### src/rtl/fifo_rd_arbiter.sv
// Read-port arbiter for the instruction prefetch FIFO: locked ownership, pop forwarding,
// registered data-valid strobes and a saturating per-instruction byte counter.
module fifo_rd_arbiter #(
  parameter int NUM_REQ = 3,
  parameter int LEN_W   = 4
) (
  input  logic               clk,
  input  logic               reset,
  input  logic [NUM_REQ-1:0] req,
  input  logic [NUM_REQ-1:0] rd_en,
  output logic [NUM_REQ-1:0] grant,
  output logic [NUM_REQ-1:0] rd_ack,
  output logic [NUM_REQ-1:0] data_valid,
  output logic               fifo_rd_en,
  input  logic               fifo_empty,
  input  logic               flush,
  input  logic               insn_start,
  output logic [LEN_W-1:0]   insn_length,
  output logic               rd_conflict
);

  localparam int IDX_W = (NUM_REQ > 1) ? $clog2(NUM_REQ) : 1;

  localparam logic [0:0] IDLE  = 1'b0;
  localparam logic [0:0] OWNED = 1'b1;

  logic [0:0]         state_reg;
  logic [0:0]         state_next;
  logic [IDX_W-1:0]   owner_reg;
  logic [IDX_W-1:0]   owner_next;
  logic [NUM_REQ-1:0] data_valid_reg;
  logic [LEN_W-1:0]   insn_length_reg;
  logic [LEN_W-1:0]   insn_length_next;
  logic               rd_conflict_reg;

  logic [NUM_REQ-1:0] owner_onehot;
  logic [NUM_REQ-1:0] pick;
  logic               hold;
  logic               blocked;
  logic               pop;

  assign owner_onehot = NUM_REQ'(1) << owner_reg;
  // Two's-complement trick isolates the lowest set bit, i.e. the highest-priority requester.
  assign pick    = req & (~req + NUM_REQ'(1));
  assign hold    = (state_reg == OWNED) && ((req & owner_onehot) != '0);
  // Reset also gates the combinational outputs so every output reads zero while it is held.
  assign blocked = flush | reset;

  always_comb begin
    grant = '0;
    if (!blocked) begin
      grant = hold ? owner_onehot : pick;
    end
  end

  assign pop        = ((grant & rd_en) != '0) && !fifo_empty && !blocked;
  assign fifo_rd_en = pop;
  assign rd_ack     = pop ? (grant & rd_en) : '0;

  always_comb begin
    owner_next = '0;
    for (int i = NUM_REQ - 1; i >= 0; i--) begin
      if (grant[i]) begin
        owner_next = IDX_W'(i);
      end
    end
    state_next = (grant != '0) ? OWNED : IDLE;
  end

  always_comb begin
    insn_length_next = insn_length_reg;
    if (flush) begin
      insn_length_next = '0;
    end else if (insn_start) begin
      insn_length_next = pop ? LEN_W'(1) : '0;
    end else if (pop && (insn_length_reg != '1)) begin
      insn_length_next = insn_length_reg + LEN_W'(1);
    end
  end

  always_ff @(posedge clk or posedge reset) begin
    if (reset) begin
      state_reg       <= IDLE;
      owner_reg       <= '0;
      data_valid_reg  <= '0;
      insn_length_reg <= '0;
      rd_conflict_reg <= 1'b0;
    end else begin
      state_reg       <= state_next;
      owner_reg       <= owner_next;
      // rd_ack is already zero under flush, so a strobe is only dropped when no pop happened.
      data_valid_reg  <= rd_ack;
      insn_length_reg <= insn_length_next;
      rd_conflict_reg <= ((rd_en & ~grant) != '0) && !flush;
    end
  end

  assign data_valid  = data_valid_reg;
  assign insn_length = insn_length_reg;
  assign rd_conflict = rd_conflict_reg;

endmodule

### config.mk
export PLATFORM = sky130hd
export DESIGN_NAME = fifo_rd_arbiter
export DESIGN_NICKNAME = d
export VERILOG_FILES = /design/src/rtl/fifo_rd_arbiter.sv
export SDC_FILE = /design/constraint.sdc
export NUM_CORES = 1
export LEC_CHECK = 0
export CORE_ASPECT_RATIO = 0.9
export CORE_MARGIN = 2
export CORE_UTILIZATION = 40
export CTS_CLUSTER_SIZE = 28
export DETAILED_ROUTE_END_ITERATION = 10
export GPL_TIMING_DRIVEN = 0
export PLACE_DENSITY = 0.85
export SYNTH_ARGS = -nofsm -noshare
export SYNTH_HDL_FRONTEND = slang
export SYNTH_SLANG_ARGS = --single-unit
### constraint.sdc
create_clock -name clk -period 2.15 [get_ports clk]
set_clock_uncertainty 0.15 [all_clocks]
set_input_delay 0.43 -clock clk [delete_from_list [all_inputs] [get_ports clk]]
set_output_delay 0.43 -clock clk [all_outputs]
set_load 0.03 [all_outputs]
Word level (Yosys, flattened, before mapping):

Cells that the tools add are included.

* bits in registers: 11
* input bits: 11
* output and inout bits: 15
* word-level logic and storage cells: 40

* add/subtract/negate cells: 2
* equal/unequal tests: 1
* shift-type cells: 1
* mux-type cells: 11
* bitwise gates (word level): 7
* reductions and logical operators: 13

Operator list (count)
* nonzero test 3 bit: 5
* AND 3 bit: 4
* two-way mux 4 bit: 3
* two-way mux 3 bit: 3
* two-way mux 2 bit: 3
* NOT 3 bit: 2
* logical AND 1 bit: 5
* adder 4 x 1 -> 4 bit (second input constant): 1
* != test 4 bit (second input constant): 1
* adder 3 x 1 -> 3 bit (second input constant): 1
* zero test 1 bit: 3
* << shifter 1 x 2 -> 3 bit (first input constant): 1
* two-way mux 1 bit: 2
* bitwise OR 1 bit: 1

Logic depth before layout (Yosys ltp):

* depth in word-level cells: 14
* gate-level depth with buffers: 6
* gate-level depth less buffers: 6

Least setup slack after synthesis:

No wires, ideal clock.

* path kind: input-to-output
* from: input port req[2]
* to: output port fifo_rd_en
* arrival time: 1455 ps
* required time: 1570 ps
* path slack: 115 ps
* stages: 4
* path buffers: 0
* cells stage by stage: and4b_4 > or4b_4 > and3_4 > inv_2

* cells in the longest elaborated chain, start to end: 9
* elaborated cells between the ends (all ways): 12
* classes of those cells: 1 x add/sub; 2 x mux; 4 x bitwise; 5 x reduce/logical

RTL lines
* start: declaration: line 9 `input logic [NUM_REQ-1:0] req,`
* NOT 3 bit / AND 3 bit (equally long branches): line 44, 45
* adder 3 x 1 -> 3 bit / nonzero test 3 bit (equally long branches): line 44, 45
* AND 3 bit / logical AND 1 bit (equally long branches): line 44, 45
* two-way mux 3 bit (*): line 52 `grant = hold ? owner_onehot : pick;`
* two-way mux 3 bit (*): line 51 `if (!blocked) begin`
* AND 3 bit (*): line 56 `assign pop = ((grant & rd_en) != '0) && !fifo_empty && !blocked;`
* nonzero test 3 bit (*): line 56
* logical AND 1 bit (*) (2 in a row): line 56
* end: declaration: line 14 `output logic fifo_rd_en,`

Mark *: on every way between the ends. The rest lies on a longest branch, timed or not.

Worst setup path in the final report:

* from: register state_reg
* to: output port fifo_rd_en

* cells in the longest elaborated chain, start to end: 7

RTL lines
* start: declaration: line 27 `logic [0:0] state_reg;`
* start signal: assignment: line 89 `state_reg <= state_next;`
* logical AND 1 bit: line 45 `assign hold = (state_reg == OWNED) && ((req & owner_onehot) != '0);`
* two-way mux 3 bit: line 52
* two-way mux 3 bit: line 51
* AND 3 bit: line 56
* nonzero test 3 bit: line 56
* logical AND 1 bit (2 in a row): line 56

Every way passes these cells.

==> out/qor.csv <==
metric,value,unit
cts_inserted_buffers,3,
antenna_found_initial,0,
place_hpwl,1205,um
worst_r2r_path_depth,7,
placedCellCount,105,
final_cell_count_no_fill,117,
routedWlPerCell,14.90,um
drv_slew,0,
met2_length,960,um
syn_avg_cell_area,9.143,sq um
status,"complete, but fails checks",
r2r-end,insn_length[3],
yosysTopAreaCell,dfrtp_1,
p_per_area,455.6,mW/mm^2
synthArstFlopShare,1.000,
die-height,40.57,um
synthTopCellsByArea,"dfrtp_1, inv_1, nand3_1",
r2r_start,state_reg,
grt_max_degree,12,
initial_core_util,0.4200,
p_clk_frac,0.337,
violations,setup timing,
grt_pass1_wl,2580,um
overflow,0,
place_area,863.3,sq um
clock_sinks,11,
ys_top_cells_by_count,"dfrtp_1, inv_1, nor2_1",
critical-path-top-delay-family,simple AND/OR/NAND/NOR gates,
maxCapViolCount,0,
drive_gt1_frac,0.3137,
vias,655,
htreeDepth,1,
chipWidth,44.63,um
totalWireLength,1743,um
core-area,0.001415,sq mm
largest_reg_flops,4,
yosys_warnings,0,
cp-start-kind,register,
critPathMaxFanout,5,
cp.required,1570,ps
pwr-share-comb,0.174,
fp-row-count,13,
tightest_slew,432.4,ps
finalCritPeriodShare,1.102,
gp_congestion,0.8475,
cts_root_buffer,clkbuf_4,
rsz0062_at_grt,true,
io_buffers,25,
end_kind,output port,
top_layer,met4,
n_fill_cell,116,
crit_chain,"and4b_4, or4bb_1, and3_4, inv_4, buf_6",
utilization,0.6826,
grt_usage,0.2064,
syn_nets,77,
cellLeakagePower,0.0005054,uW
ir_drop,0.3151,mV
cp_slowest_cell,or4bb_1,
diodes,0,
synth_cell_types,26,
setup_tns,-626.2,ps
hold_buffers,0,
firstDrtPassIters,4,
p_sw_frac,0.2759,
synthToLayoutAreaGrowth,62.53,%
reg2reg_slack,-140,ps
finish.instance_area,965.9,sq um
critPathMaxStageDelay,500,ps
synth_edf_count,0,
synthMostInstantiatedCell,dfrtp_1,
clkLatencyLatePin,280,ps
fin_crit,2370,ps
setup_ws,-220.2,ps
clockBufferDepth,2,
cts_tree,done,
ant_nets,0,
wl_met3,103,um
syn_inst,65,
path_clk_slew,70,ps
synth-seq-cells,11,
finalSetupViolCount,4,
ys.flop_type,dfrtp_1,
critical_path_class,register to output port,
critPathArrivalTime,1790,ps
power_switching,121.4,uW
die-area,0.001811,sq mm
relSlewSlack,0.7114,
io_pins,26,
wl_met1,636,um
holdCritPathClass,input pin to asynchronous set/reset pin,
netlist.area_leader.share,0.4632,
power.internal,318.7,uW
fin_nets,115,
grt_pass1_vias,633,
drc,0,
hold_viol,0,
path_buf_inv,2,
drtIter0Drc,4,
ys_seq_area_frac,0.4632,
synth_area,594.3,sq um
p_seq_frac,0.489,
max_freq,421.9,MHz
via_per_inst,5.598,
==> layout make-up <==
cell class	instances	area, sq um	area share
well taps	15	18.77	0.01943
repair buffers	33	290.3	0.3005
flip-flops and latches	11	275.3	0.2850
multi-input cells	43	311.5	0.3225
inverters	11	43.79	0.04534
clock buffers	4	26.28	0.02720
==> stage by stage <==
stage	hold slack (ps)	power, uW	setup slack [ps]
after floorplan	132.4	250.2	115.2
after global placement	428.7	287.5	-1091
after detailed placement	450.0	289.8	-1088
after CTS	168.2	432.4	-203.1
after global routing	174.3	461.2	-271.1
final	149.1	440.1	-220.2
==> placed cells by master (no fill, tap or decap), drive strengths merged <==
master         count
or4b               1
or4bb              1
nor3               1
dlygate4sd2        3
inv               11
nand2              3
ha                 1
and3b              1
and3               2
clkbuf             6
clkdlybuf4s50     10
or3                1
nor2b              1
nand3              6
nor2               7
buf               15
dfrtp             11
o21ai              5
a21boi             2
nor3b              1
a21oi              3
clkdlybuf4s15      3
nor4b              1
o211ai             1
a222oi             1
o31ai              1
and4b              2
a211oi             1
==> routing by layer <==
metal,GRT usage,vias up
met5,0,-
met4,0.1136,0
met3,0.04054,6
met2,0.4058,26
met1,0.2070,320
li1,-,303
==> timing repair <==
action	CTS	global route
cloned	0	0
pin swaps	9	4
setup endpoints to repair	10	8
buffers inserted	6	2
resized for setup	58	15
==> kinds of logic after synthesis <==
family                     share of synthesized area
adders and majority gates                    0.02105
buffers and inverters                        0.06947
and+or+nand+nor                               0.2990
AOI/OAI and AO/OA                             0.1474
DFF                                           0.4632
==> how the worst max path moves through the flow <==
stage / end / depth (start not counted) / start
after global placement: fifo_rd_en / 6 / flush
after floorplan: fifo_rd_en / 4 / req[2]
after CTS: fifo_rd_en / 5 / owner_reg[1]
after global routing: fifo_rd_en / 5 / state_reg
final: fifo_rd_en / 5 / state_reg
after detailed placement: fifo_rd_en / 6 / flush
==> worst reg2reg max path, delay by kind of cell, from the launching register on <==
family                 cells  cell delay, ps
AOI/OAI and AO/OA          1             160
buffers and inverters      2             240
DFF                        1             420
and+or+nand+nor            4            1240
==> power by group through the flow <==
stage | Clock [uW] | Sequential [uW] | Combinational [uW]
finish | 148 | 215 | 76.4
global route | 163 | 216 | 81.8
CTS | 145 | 215 | 72.4
detailed placement | 0 | 219 | 70.6
global placement | 0 | 219 | 68.6
floorplan | 0 | 224 | 26.2
No activity file was read; power rests on OpenSTA's default activity.
